File: config.mk
export PLATFORM = sky130hd
export DESIGN_NAME = uart_tx_feeder
export DESIGN_NICKNAME = d
export VERILOG_FILES = /design/src/rtl/uart_tx_feeder.sv
export SDC_FILE = /design/constraint.sdc
export NUM_CORES = 1
export LEC_CHECK = 0
export CAP_MARGIN = 20
export CORE_UTILIZATION = 55
export CTS_CLUSTER_DIAMETER = 80
export DETAILED_ROUTE_END_ITERATION = 7
export MAX_ROUTING_LAYER = met4
export PLACE_DENSITY_LB_ADDON = 0.3
export SYNTH_ARGS = -nofsm -noshare
export SYNTH_HDL_FRONTEND = slang
export SYNTH_SLANG_ARGS = --single-unit
File: constraint.sdc
create_clock -name clk -period 2.6 [get_ports clk]
set_input_delay 0.26 -clock clk [delete_from_list [all_inputs] [get_ports clk]]
set_output_delay 0.26 -clock clk [all_outputs]
set_load 0.05 [all_outputs]
File: src/rtl/uart_tx_feeder.sv
// Buffered byte source for a UART transmitter: a FIFO feeds one byte per frame,
// holding start high for START_CYCLES and then enforcing a GAP_CYCLES frame gap.
module uart_tx_feeder #(
    parameter int D_WIDTH      = 8,
    parameter int DEPTH        = 16,
    parameter int START_CYCLES = 100,
    parameter int GAP_CYCLES   = 1200
) (
    input  logic                     clk,
    input  logic                     arst_n,
    input  logic                     en,
    input  logic                     s_valid,
    input  logic [D_WIDTH-1:0]       s_data,
    output logic                     s_ready,
    output logic                     start,
    output logic [D_WIDTH-1:0]       data_in,
    output logic                     busy,
    output logic [$clog2(DEPTH):0]   count
);

    localparam int AW      = $clog2(DEPTH);
    localparam int CNT_W   = AW + 1;
    localparam int MAX_CYC = (START_CYCLES > GAP_CYCLES) ? START_CYCLES : GAP_CYCLES;
    localparam int CW      = $clog2(MAX_CYC + 1);

    typedef enum logic [1:0] {
        IDLE,
        START,
        GAP
    } state_e;

    state_e               state_q, state_d;
    logic [CW-1:0]        cyc_q, cyc_d;
    logic                 start_q, start_d;
    logic [D_WIDTH-1:0]   data_q, data_d;
    logic [AW-1:0]        wr_ptr_q, wr_ptr_d;
    logic [AW-1:0]        rd_ptr_q, rd_ptr_d;
    logic [CNT_W-1:0]     count_q, count_d;
    logic [D_WIDTH-1:0]   mem [DEPTH];

    logic push;
    logic pop;

    // Full is judged on registered occupancy only, so a same-cycle pop never opens a slot.
    assign s_ready = (count_q < CNT_W'(DEPTH));
    assign push    = s_valid && s_ready;
    assign pop     = (state_q == IDLE) && en && (count_q != '0);

    assign start   = start_q;
    assign data_in = data_q;
    assign count   = count_q;
    assign busy    = (state_q != IDLE) || (count_q != '0);

    always_comb begin
        // NOTE: every _d defaults to its _q first so no path through the case infers a latch.
        state_d  = state_q;
        cyc_d    = cyc_q;
        start_d  = start_q;
        data_d   = data_q;
        wr_ptr_d = wr_ptr_q;
        rd_ptr_d = rd_ptr_q;
        count_d  = count_q;

        if (push) wr_ptr_d = wr_ptr_q + 1'b1;
        if (pop)  rd_ptr_d = rd_ptr_q + 1'b1;

        case ({push, pop})
            2'b10:   count_d = count_q + 1'b1;
            2'b01:   count_d = count_q - 1'b1;
            default: count_d = count_q;
        endcase

        case (state_q)
            IDLE: begin
                if (pop) begin
                    data_d  = mem[rd_ptr_q];
                    start_d = 1'b1;
                    cyc_d   = CW'(START_CYCLES - 1);
                    state_d = START;
                end
            end
            START: begin
                if (cyc_q == '0) begin
                    start_d = 1'b0;
                    cyc_d   = CW'(GAP_CYCLES - 1);
                    state_d = GAP;
                end else begin
                    cyc_d = cyc_q - 1'b1;
                end
            end
            GAP: begin
                // data_in stays put through the gap in case the UART samples late.
                if (cyc_q == '0) begin
                    state_d = IDLE;
                end else begin
                    cyc_d = cyc_q - 1'b1;
                end
            end
            default: begin
                state_d = IDLE;
                start_d = 1'b0;
            end
        endcase
    end

    // NOTE: state uses non-blocking assignments so every flop samples pre-edge values.
    always_ff @(posedge clk or negedge arst_n) begin
        if (!arst_n) begin
            state_q  <= IDLE;
            cyc_q    <= '0;
            start_q  <= 1'b0;
            data_q   <= '0;
            wr_ptr_q <= '0;
            rd_ptr_q <= '0;
            count_q  <= '0;
        end else begin
            state_q  <= state_d;
            cyc_q    <= cyc_d;
            start_q  <= start_d;
            data_q   <= data_d;
            wr_ptr_q <= wr_ptr_d;
            rd_ptr_q <= rd_ptr_d;
            count_q  <= count_d;
        end
    end

    // NOTE: storage is not reset; cleared pointers and count make stale contents unreachable.
    always_ff @(posedge clk) begin
        if (push) mem[wr_ptr_q] <= s_data;
    end

endmodule

# Word level (Yosys, flattened, before mapping)
# Memory sizes are Yosys's and may differ from the RTL's. A register that Yosys moved wholly into a read port is not among the register bits.
# Index checks and enable logic that the tools add are counted.
# op_classes
reduce_logical	15
n_lt_le_gt_ge	1
addsub	5
mux	14
n_bitwise	1
eq_ne	8
# op_table
operator	n
$mux W11	3
$pmux W11 S3	1
$logic_not A11 Y1	1
$sub A11 B1 Y11 const B	1
$pmux W5 S2	1
$reduce_and A3 Y1	3
$add A4 B1 Y4 const B	2
$ne A2 B2 Y1 const B	4
$mux W2	3
$pmux W2 S3	1
$add A5 B1 Y5 const B	1
$lt A5 B5 Y1 const B	1
$reduce_bool A5 Y1	1
$sub A5 B1 Y5 const B	1
$eq A2 B1 Y1 const B	2
$eq A2 B2 Y1 const B	2
$mux W1	4
$reduce_bool A2 Y1	2
$logic_and A1 B1 Y1	3
$pmux W1 S3	1
$reduce_bool A3 Y1	1
$logic_not A2 Y1	1
$reduce_and A2 Y1	1
$logic_not A1 Y1	1
other kinds (2)	2
# word_totals
wordCells	51
in_bits	12
ff_bits	27
mem_count	1
ram_bits	128
out_inout_bits	16
# mem_list
name	depth	width	read_ports	rd_ports_with_merged_regs	wr	line_no	source
mem	16	8	1	1	1	39	logic [D_WIDTH-1:0] mem [DEPTH];

# Longest topological paths before layout
# Gate-level depths: netlist (run 1).
# logic_depth
word_depth	5
ltp_mapped	13
ltp_nobuf	11

# Worst setup path after synthesis (run 1)
# No wires, ideal clock.
# synth_path
path_kind	register to register
start	reg count_q[1], in the netlist count[1]
end	reg count_q[4], in the netlist count[4]
t_arrival_ps	2887
path_buffers	3
path_stages_with_launch	14
required_time_ps	2456
setup_slack_ps	-431
period_less_slack_ps	3031
setup_time_ps	144
path_cell_list	dfrtp_1 buf_6 or2_1 o311ai_4 inv_2 buf_2 ha_1 clkbuf_1 xor2_1 ha_1 nor2b_1 o21ai_0 a21oi_1 xnor2_1
# synth_via
elab_chain_len	4
word_cells_on_any_way	10
cone_classes	2 x add/sub; 1 x order compare; 2 x eq/ne; 1 x mux; 4 x reduce/logical
# synth_lines
element	line_no	source
from (decl)	38	logic [CNT_W-1:0] count_q, count_d;
from (signal assigned)	123	count_q <= count_d;
$reduce_bool A5 Y1 (*)	47	assign pop = (state_q == IDLE) && en && (count_q != '0);
$logic_and A1 B1 Y1 (*)	47	
named net pop	42	logic pop;
$eq A2 B1 Y1 / $eq A2 B2 Y1 (equally long branches)	67	case ({push, pop})
$pmux W5 S2 / $reduce_bool A2 Y1 (equally long branches)	n/a	
# Mark *: on every way through the listed nets, which the timed path passes. The rest lies on a longest branch.
# A chain may end at the register's enable or synchronous reset.

# Worst setup path in the final report (run 1)
# layout_path
start	reg count_q[4], in the netlist count[4]
end	reg count_q[4], in the netlist count[4]
# layout_via
elab_chain_len	4
word_cells_on_any_way	10
cone_classes	2 x add/sub; 1 x order compare; 2 x eq/ne; 1 x mux; 4 x reduce/logical
# layout_lines
element	line_no
$lt A5 B5 Y1 / $reduce_bool A5 Y1 (equally long branches)	45, 47
$logic_and A1 B1 Y1, on equally long branches	46, 47
$eq A2 B1 Y1 / $eq A2 B2 Y1 (equally long branches)	67
$pmux W5 S2 / $reduce_bool A2 Y1 (equally long branches)	n/a
# Parallel ways exist; a longest one is shown, timed or not.

==> results.sh, run 1 <==
export IMPL_mostFrequentLayoutCells="edfxtp_1, mux4_2, dfrtp_1, clkdlybuf4s50_1, and2_1"
export IMPL_num_nets_final=501
export IMPL_synthCells=433
export IMPL_required_ns=2.90
export IMPL_synth_nets=461
export IMPL_slowest_stage="dfrtp_2"
export IMPL_drt_first_pass_iters=6
export IMPL_grt_ovfl_total=0
export IMPL_dp_hpwl_mm=8.79
export IMPL_htreeDepth=4
export IMPL_cts_setup_buffers=0
export IMPL_via_per_inst=6.10
export IMPL_ant_nets=0
export IMPL_critPathMaxStageDelay_ns=0.44
export IMPL_pre_cts_ws_ns=0.166
export IMPL_synth_area_top_cells="edfxtp_1, dfrtp_1, mux4_2"
export IMPL_crit_fanout=9
export IMPL_comb_power_share=0.384
export IMPL_cts_buffer_depth=2
export IMPL_period_needed_ns=2.46
export IMPL_clock_fmax_mhz=407
export IMPL_grt_pass1_vias=3972
export IMPL_cellInternalPower_uw=6150
export IMPL_hold_class="primary input to asynchronous set/reset pin"
export IMPL_cellPowerDensity_nw_per_um2=1160
export IMPL_cts_tree="built"
export IMPL_clkLatencyLatePin_ns=0.42
export IMPL_clockRootBuffer="clkbuf_16"
export IMPL_worst_slew_pin_slew_ns=0.843
export IMPL_synth_avg_cell_area_um2=16.5
export IMPL_rows=41
export IMPL_hold_violations=0
export IMPL_p_seq_frac=0.373
export IMPL_vdd_drop_max_v=0.000810
export IMPL_path_cells="or2_2 > o311ai_4 > inv_2 > ha_4 > ha_1 > nand2b_1 > o41ai_1 > a21oi_1 > xnor2_1"
export IMPL_synthDistinctLibCells=60
export IMPL_layout_drive_gt1_share=0.216
export IMPL_synth_area_um2=7160
export IMPL_finalSetupViolCount=0
export IMPL_numPortBuffers=27
export IMPL_yosysTopAreaCellShare=0.537
export IMPL_critPathTopFamily="compound AO/OA/AOI/OAI gates"
export IMPL_ys_seq_area_frac=0.659
export IMPL_track_usage=0.240
export IMPL_grt_max_degree=36
export IMPL_num_vias=4013
export IMPL_grt_setup_unrepaired="no"
export IMPL_io_pins=28
export IMPL_final_max_slew_viol_count=0
export IMPL_clkPwrFrac=0.243
export IMPL_slew_headroom=0.438
export IMPL_critPathCaptureType="flip-flop"
export IMPL_synth_top_area_cell="edfxtp_1"
export IMPL_cts_num_sinks=163
export IMPL_final_common_cell="edfxtp_1"
export IMPL_insertedDiodeCount=0
export IMPL_antenna_found_initial=0
export IMPL_synthFlopType="edfxtp_1"
export IMPL_synth_edf_count=128
export IMPL_setup_worst_path_start_class="flip-flop"
export IMPL_path_clk_slew_ns=0.06
export IMPL_core_area_um2=12700
export IMPL_initial_core_util=0.565
export IMPL_dieArea_um2=13500
export IMPL_total_leakage_power_uw=0.00285
export IMPL_synth_seq_cells=163
export IMPL_switching_share=0.355
export IMPL_cts_buffers=17
export IMPL_finClkSkew_ns=0.0112
export IMPL_cap_violations=0
export IMPL_drc=0
export IMPL_timing_critical_path_buf_inv=1
export IMPL_syn2layout_area_growth_pct=15.1
export IMPL_grt_pass1_wl_mm=21.9
export IMPL_setup_ws_ns=0.141
export IMPL_p_total_uw=9540
export IMPL_fin_crit_sh=0.946
export IMPL_die_w_um=116
export IMPL_drt_total_wl_mm=13.9
export IMPL_switchingPower_uw=3390
export IMPL_outcome="finished clean"
export IMPL_initialDrtViolationCount=404
export IMPL_worstSetupPathType="flip-flop to flip-flop"
export IMPL_dieHeight_um=116
export IMPL_synth_warnings=0
export IMPL_place_congestion=0.887
export IMPL_synthArstFlopShare=0.215
export IMPL_wl_per_cell_um=21.1
export IMPL_crit_arrival_ns=2.76
[path summary, 6_finish.rpt]
| path | to | slack [ns] | cells past startpoint | start |
|---|---|---|---|---|
| worst max-delay path | count[4]$_DFFE_PN0P_ | 0.14 | 9 | count[4]$_DFFE_PN0P_ |
| worst min-delay path | count[2]$_DFFE_PN0P_ | 0.49 | 2 | arst_n |
| worst max register to register | count[4]$_DFFE_PN0P_ | 0.14 | 9 | count[4]$_DFFE_PN0P_ |
| worst min register to register | start$_DFFE_PN0P_ | 0.51 | 2 | start$_DFFE_PN0P_ |
| max in group asynchronous | count[0]$_DFFE_PN0P_ | 1.53 | 2 | arst_n |
| min in group clk | start$_DFFE_PN0P_ | 0.51 | 2 | start$_DFFE_PN0P_ |
[metal layers]
layer	part of all wire	up-vias	routed length [µm]	GRT usage
met5	0	-	0	-
met4	0.011	0	159	0.0761
met3	0.050	11	698	0.0560
met2	0.53	152	7350	0.390
met1	0.41	2065	5670	0.300
li1	-	1785	-	-
[logic make-up after synthesis]
group | count (synthesis) | synth area share
and+or+nand+nor | 94 | 0.0780
xor gates and xnor gates | 11 | 0.0135
muxes | 45 | 0.121
adders and majority gates | 16 | 0.0280
AOI/OAI and AO/OA | 63 | 0.0739
buffers and inverters | 41 | 0.0266
DFF | 163 | 0.659
[flip-flops by register name (all words and copies together), names as in the netlist]
register and cells:
cyc_q 11, count 5, wr_ptr_q 4, rd_ptr_q 4
start 1, state_q 2, data_in 8, mem 128
[through the flow]
stage | TNS [ns] | util | cells | instance area, µm² | hold WS (ns)
after detailed placement | 0 | 0.606 | 625 | 7680 | 0.421
after CTS | 0 | 0.650 | 658 | 8240 | 0.499
after global placement | 0 | 0.606 | 625 | 7680 | 0.417
after floorplan | -0.186 | - | 433 | 7200 | -0.0356
final | 0 | 0.650 | 658 | 8240 | 0.488
after global routing | 0 | 0.650 | 658 | 8240 | 0.546
[worst register-to-register path, cell delays in order, from the launching register on]
cell and delay [ns]:
dfrtp_2 0.44, or2_2 0.33, o311ai_4 0.30, inv_2 0.10
ha_4 0.20, ha_1 0.32, nand2b_1 0.09, o41ai_1 0.34
a21oi_1 0.10, xnor2_1 0.13
[power groups by stage]
stage	clock [µW]	sequential [µW]	combinational, µW
finish	2320	3560	3670
floorplan	0	3860	2410
global placement	0	3590	3590
global route	2470	3610	3950
CTS	2360	3560	3690
detailed placement	0	3610	3660
[cells in the mapped netlist (4+ instances only)]
| library cell | instances |
|---|---|
| edfxtp_1 | 128 |
| dfrtp_1 | 35 |
| mux4_2 | 32 |
| and2_1 | 19 |
| inv_1 | 18 |
| nor2_1 | 17 |
| ha_1 | 16 |
| nand2_1 | 11 |
| clkbuf_1 | 10 |
| nor2b_1 | 10 |
| xnor2_1 | 9 |
| a21oi_1 | 8 |
| buf_2 | 8 |
| mux2i_1 | 8 |
| a211oi_1 | 7 |
| a221oi_2 | 7 |
| o211ai_1 | 7 |
| o21ai_0 | 7 |
| nand3_1 | 6 |
| nor3_1 | 5 |
| nand4_1 | 4 |
[final cells by class]
cell class | count | area (µm²)
inverter | 19 | 71.3
timing repair buffer | 43 | 412
fill | 889 | 4430
multi-input combinational | 229 | 2270
clock buffer | 20 | 437
sequential | 163 | 4720
tap | 172 | 215
clock inverter | 12 | 109
[repair_timing]
action	4_1_cts	5_1_grt
hold buffers	1	0
gates resized for setup	1	0
hold endpoints to repair	35	0
setup endpoints to repair	1	0
Power figures use the tool's default switching activity.
==> inputs of run 2 (changes only) <==
RECOVER_POWER = 50   (was not set)
==> run 2 against run 1 <==
- final cell count did not move
- cell area barely moved
- clock power barely moved
- die area did not move
- first-iteration DRC count rose by 6.2%
- combinational power barely moved
- total power fell by 0.11%
- global-route usage did not move
- largest power group unchanged
- highest routed layer unchanged
==> results.sh, run 2 (same netlist as run 1, synthesis figures left out) <==
export IMPL_outcome="finished clean"
export IMPL_path_clk_slew_ns=0.06
export IMPL_cts_tree="built"
export IMPL_tns_ns=0
export IMPL_clkPwrFrac=0.244
export IMPL_largest_reg_flops=128
export IMPL_grt_pass1_vias=3972
export IMPL_final_common_cell="edfxtp_1"
export IMPL_grt_setup_unrepaired="no"
export IMPL_drt_total_wl_mm=13.9
export IMPL_crit_fanout=9
export IMPL_stdcell_area_um2=8230
export IMPL_dieArea_um2=13500
export IMPL_dpl_cell_area_um2=7680
export IMPL_clockRootBuffer="clkbuf_16"
export IMPL_grt_pass1_wl_mm=21.9
export IMPL_comb_power_share=0.383
export IMPL_vdd_drop_max_v=0.000809
export IMPL_setup_worst_path_start_class="flip-flop"
export IMPL_crit_arrival_ns=2.76
export IMPL_drc=0
export IMPL_hold_class="flip-flop to flip-flop"
export IMPL_switching_share=0.356
export IMPL_required_ns=2.90
export IMPL_hold_violations=0
export IMPL_slowest_stage="dfrtp_2"
export IMPL_rows=41
export IMPL_wl_per_cell_um=21.2
export IMPL_track_usage=0.240
export IMPL_finalSetupViolCount=0
export IMPL_period_needed_ns=2.46
export IMPL_cellPowerDensity_nw_per_um2=1160
export IMPL_io_pins=28
export IMPL_mostFrequentLayoutCells="edfxtp_1, mux4_2, dfrtp_1, and2_1, inv_1"
export IMPL_initialDrtViolationCount=429
export IMPL_grt_ovfl_total=0
export IMPL_numPortBuffers=27
export IMPL_syn2layout_area_growth_pct=15.0
export IMPL_total_leakage_power_uw=0.00285
export IMPL_critPathTopFamily="compound AO/OA/AOI/OAI gates"
export IMPL_fin_crit_sh=0.945
export IMPL_cellInternalPower_uw=6140
export IMPL_cts_buffer_depth=2
export IMPL_critPathMaxStageDelay_ns=0.44
export IMPL_slew_headroom=0.375
export IMPL_final_core_util=0.650
export IMPL_final_cells=658
export IMPL_p_seq_frac=0.373
export IMPL_drt_first_pass_iters=6
export IMPL_timing_critical_path_buf_inv=1
export IMPL_layout_drive_gt1_share=0.214
export IMPL_num_nets_final=501
export IMPL_worst_slew_pin_slew_ns=0.937
export IMPL_critPathCaptureType="flip-flop"
export IMPL_dieHeight_um=116
export IMPL_die_w_um=116
export IMPL_clkLatencyLatePin_ns=0.42
export IMPL_ant_nets=0
export IMPL_core_area_um2=12700
export IMPL_path_cells="or2_2 > o311ai_4 > inv_2 > ha_4 > ha_1 > nand2b_1 > o41ai_1 > a21oi_1 > xnor2_1"
export IMPL_grt_max_degree=36
export IMPL_final_max_slew_viol_count=0
export IMPL_cap_violations=0
export IMPL_dp_hpwl_mm=8.79
export IMPL_antenna_found_initial=0
export IMPL_clock_fmax_mhz=407
export IMPL_switchingPower_uw=3400
export IMPL_htreeDepth=4
export IMPL_initial_core_util=0.565
export IMPL_num_vias=4016
export IMPL_cts_buffers=17
export IMPL_worstSetupPathType="flip-flop to flip-flop"
export IMPL_place_congestion=0.887
export IMPL_top_register="mem"
export IMPL_finClkSkew_ns=0.00888
export IMPL_cts_num_sinks=163
export IMPL_insertedDiodeCount=0
export IMPL_dpl_cell_count=625
export IMPL_via_per_inst=6.10
## run 2: cell count changes in the layout (fill, tap and decap cells not counted), sizes merged
cell           change
buf                -3
clkbuf             +3
dlygate4sd3       +10
clkdlybuf4s50     -10
## run 2: area by class of cell
| cell class | instances | area [µm²] |
|---|---|---|
| Inverter | 19 | 71.3 |
| Sequential cell | 163 | 4720 |
| Timing Repair Buffer | 43 | 405 |
| Fill cell | 892 | 4440 |
| Clock inverter | 12 | 109 |
| Tap cell | 172 | 215 |
| Clock buffer | 20 | 437 |
| Multi-Input combinational cell | 229 | 2270 |
## run 2: worst paths after layout
| kind | startpoint | to | slack [ns] | cells after the start |
|---|---|---|---|---|
| setup / recovery | count[4]$_DFFE_PN0P_ | count[4]$_DFFE_PN0P_ | 0.14 | 9 |
| hold / removal | start$_DFFE_PN0P_ | start$_DFFE_PN0P_ | 0.51 | 2 |
| setup reg to reg | count[4]$_DFFE_PN0P_ | count[4]$_DFFE_PN0P_ | 0.14 | 9 |
| hold reg to reg | start$_DFFE_PN0P_ | start$_DFFE_PN0P_ | 0.51 | 2 |
| max in group asynchronous | arst_n | count[1]$_DFFE_PN0P_ | 1.44 | 2 |
| min in group asynchronous | arst_n | count[2]$_DFFE_PN0P_ | 0.52 | 2 |
## run 2: repair_timing
item,in CTS,in global routing
endpoints found under the setup margin,1,0
buffers inserted,0,0
hold buffers,1,0
resized for setup,1,0
hold endpoints to repair,35,0
## run 2: per-stage QoR
stage / hold slack [ns] / setup WS, ns / power (µW)
5_1_grt: 0.540 / 0.0118 / 10000
6_report: 0.507 / 0.143 / 9530
3_3_place_gp: 0.417 / 0.223 / 7180
3_5_place_dp: 0.421 / 0.166 / 7260
4_1_cts: 0.499 / 0.141 / 9610
2_1_floorplan: -0.0356 / -0.146 / 6260
## run 2: power by group through the flow
stage               Sequential, µW  Combinational (µW)  Clock [µW]
detailed placement            3610                3660           0
finish                        3560                3650        2320
global route                  3610                3930        2470
CTS                           3560                3690        2360
global placement              3590                3590           0
floorplan                     3860                2410           0
## run 2: worst reg2reg max path: cells and delay by family (launching register included)
| kind | cells | cell delay [ns] |
|---|---|---|
| buffers and inverters | 1 | 0.10 |
| XOR/XNOR | 1 | 0.13 |
| flip-flops | 1 | 0.44 |
| AO/OA/AOI/OAI | 3 | 0.74 |
| AND/OR/NAND/NOR | 2 | 0.42 |
| adder cells (fa/ha/maj) | 2 | 0.52 |
## run 2: metal layers
layer | GRT usage | vias up | wire (µm)
met5 | - | - | 0
met4 | 0.0761 | 0 | 161
met3 | 0.0560 | 11 | 708
met2 | 0.390 | 147 | 7340
met1 | 0.300 | 2078 | 5720
li1 | - | 1780 | -
==> inputs of run 3 (changes only) <==
SETUP_SLACK_MARGIN = 0.1   (was not set)
==> run 3 against run 2 <==
- worst hold slack got worse by 0.042 ns
- global-route usage is 0.41 points lower
- cell area is 0.29% higher
- sequential cell count stayed put
- routed wire length fell by 2.7%
- sequential share of layout area down 0.18 points
- utilization up 0.19 points
- critical path type unchanged
- register-to-register slack improved by 0.05 ns
- sequential power barely moved
==> results.sh, run 3 (same netlist as run 1, synthesis figures left out) <==
export IMPL_drc=0
export IMPL_hold_class="primary input to asynchronous set/reset pin"
export IMPL_outcome="finished clean"
export IMPL_period_needed_ns=2.41
export IMPL_antenna_found_initial=0
export IMPL_drt_first_pass_iters=5
export IMPL_via_per_inst=5.88
export IMPL_hold_violations=0
export IMPL_rows=41
export IMPL_fin_crit_sh=0.927
export IMPL_path_clk_slew_ns=0.07
export IMPL_grt_pass1_wl_mm=21.9
export IMPL_finClkSkew_ns=0.0260
export IMPL_drt_total_wl_mm=13.6
export IMPL_fillers=896
export IMPL_grt_setup_unrepaired="no"
export IMPL_grt_max_degree=36
export IMPL_cts_num_sinks=163
export IMPL_top_register="mem"
export IMPL_final_cells=658
export IMPL_clockRootBuffer="clkbuf_16"
export IMPL_finalSetupViolCount=0
export IMPL_crit_fanout=8
export IMPL_initial_core_util=0.565
export IMPL_worst_slew_pin_slew_ns=0.826
export IMPL_htreeDepth=4
export IMPL_use_met1=0.295
export IMPL_core_area_um2=12700
export IMPL_grt_pass1_vias=3996
export IMPL_dieArea_um2=13500
export IMPL_clkLatencyLatePin_ns=0.43
export IMPL_cts_tree="built"
export IMPL_io_pins=28
export IMPL_mostFrequentLayoutCells="edfxtp_1, mux4_2, dfrtp_1, and2_1, inv_1"
export IMPL_dpl_cell_count=625
export IMPL_vdd_drop_max_v=0.000651
export IMPL_initialDrtViolationCount=281
export IMPL_grt_busiest_layer="met2"
export IMPL_grt_use_met3=0.0486
export IMPL_grt_use_met2=0.391
export IMPL_final_common_cell="edfxtp_1"
export IMPL_slew_headroom=0.449
export IMPL_dieHeight_um=116
export IMPL_setup_worst_path_start_class="flip-flop"
export IMPL_place_congestion=0.880
export IMPL_layout_drive_gt1_share=0.220
export IMPL_clock_fmax_mhz=415
export IMPL_whs_ns=0.465
export IMPL_required_ns=2.90
export IMPL_cts_buffer_depth=2
export IMPL_grt_ovfl_total=0
export IMPL_numPortBuffers=27
export IMPL_dp_hpwl_mm=8.80
export IMPL_rr_worst_depth=8
export IMPL_worstSetupPathType="flip-flop to flip-flop"
export IMPL_insertedDiodeCount=0
export IMPL_track_usage=0.235
export IMPL_p_total_uw=9570
export IMPL_cap_violations=0
export IMPL_die_w_um=116
export IMPL_largest_reg_flops=128
export IMPL_wl_per_cell_um=20.6
export IMPL_num_vias=3866
export IMPL_num_nets_final=501
export IMPL_cellPowerDensity_nw_per_um2=1160
export IMPL_cts_buffers=17
export IMPL_critPathCaptureType="flip-flop"
export IMPL_ant_nets=0
export IMPL_final_max_slew_viol_count=0
export IMPL_total_leakage_power_uw=0.00286
export IMPL_crit_arrival_ns=2.71
export IMPL_syn2layout_area_growth_pct=15.3
run 3: cell type report:
| cell class | count | area, µm² | share of cell area |
|---|---|---|---|
| sequential | 163 | 4720 | 0.572 |
| multi-input combinational | 229 | 2290 | 0.277 |
| clock buffer | 18 | 429 | 0.0520 |
| timing repair buffer | 43 | 402 | 0.0487 |
| tap | 172 | 215 | 0.0261 |
| clock inverter | 14 | 129 | 0.0156 |
| inverter | 19 | 71.3 | 0.00864 |
run 3: path summary, 6_finish.rpt:
check                                startpoint                   end  slack [ns]
setup / recovery           count[4]$_DFFE_PN0P_  count[4]$_DFFE_PN0P_        0.19
hold / removal                           arst_n  cyc_q[1]$_DFFE_PN0P_        0.47
setup reg to reg           count[4]$_DFFE_PN0P_  count[4]$_DFFE_PN0P_        0.19
hold reg to reg               start$_DFFE_PN0P_     start$_DFFE_PN0P_        0.51
max in group asynchronous                arst_n  count[0]$_DFFE_PN0P_        1.55
min in group clk              start$_DFFE_PN0P_     start$_DFFE_PN0P_        0.51
run 3: repair_timing:
item                                    CTS  global route
hold buffers                              1             0
gates resized for setup                   2             3
buffers inserted                          0             0
hold endpoints to repair                 35             0
endpoints found under the setup margin    1             2
cloned                                    0             0
pin swaps                                 0             1
run 3: power breakdown:
group / internal (µW) / total (µW) / switching, µW
Combinational: 1610 / 3660 / 2050
Clock: 1330 / 2350 / 1030
Sequential: 3210 / 3550 / 347
run 3: routing by layer:
metal | wire length, µm | share of wire | vias up
met3 | 821 | 0.061 | 10
met4 | 163 | 0.012 | 0
met2 | 7100 | 0.52 | 112
li1 | - | - | 1794
met1 | 5460 | 0.40 | 1950
met5 | 0 | 0 | -
run 3: worst max-delay path: stages (launching register included):
cell and delay [ns]:
dfrtp_1 0.44, or2_2 0.34, o311ai_4 0.25, inv_2 0.10
ha_1 0.39, or3b_2 0.49, o41ai_2 0.06, a21oi_1 0.09
xnor2_1 0.13
run 3: stage by stage:
stage | cell area (µm²) | util | setup TNS, ns | setup WS (ns)
3_5_place_dp | 7680 | 0.606 | 0 | 0.118
2_1_floorplan | 7200 | - | -0.186 | -0.146
4_1_cts | 8260 | 0.652 | 0 | 0.148
5_1_grt | 8260 | 0.652 | 0 | 0.0687
6_report | 8260 | 0.652 | 0 | 0.191
3_3_place_gp | 7680 | 0.606 | 0 | 0.223
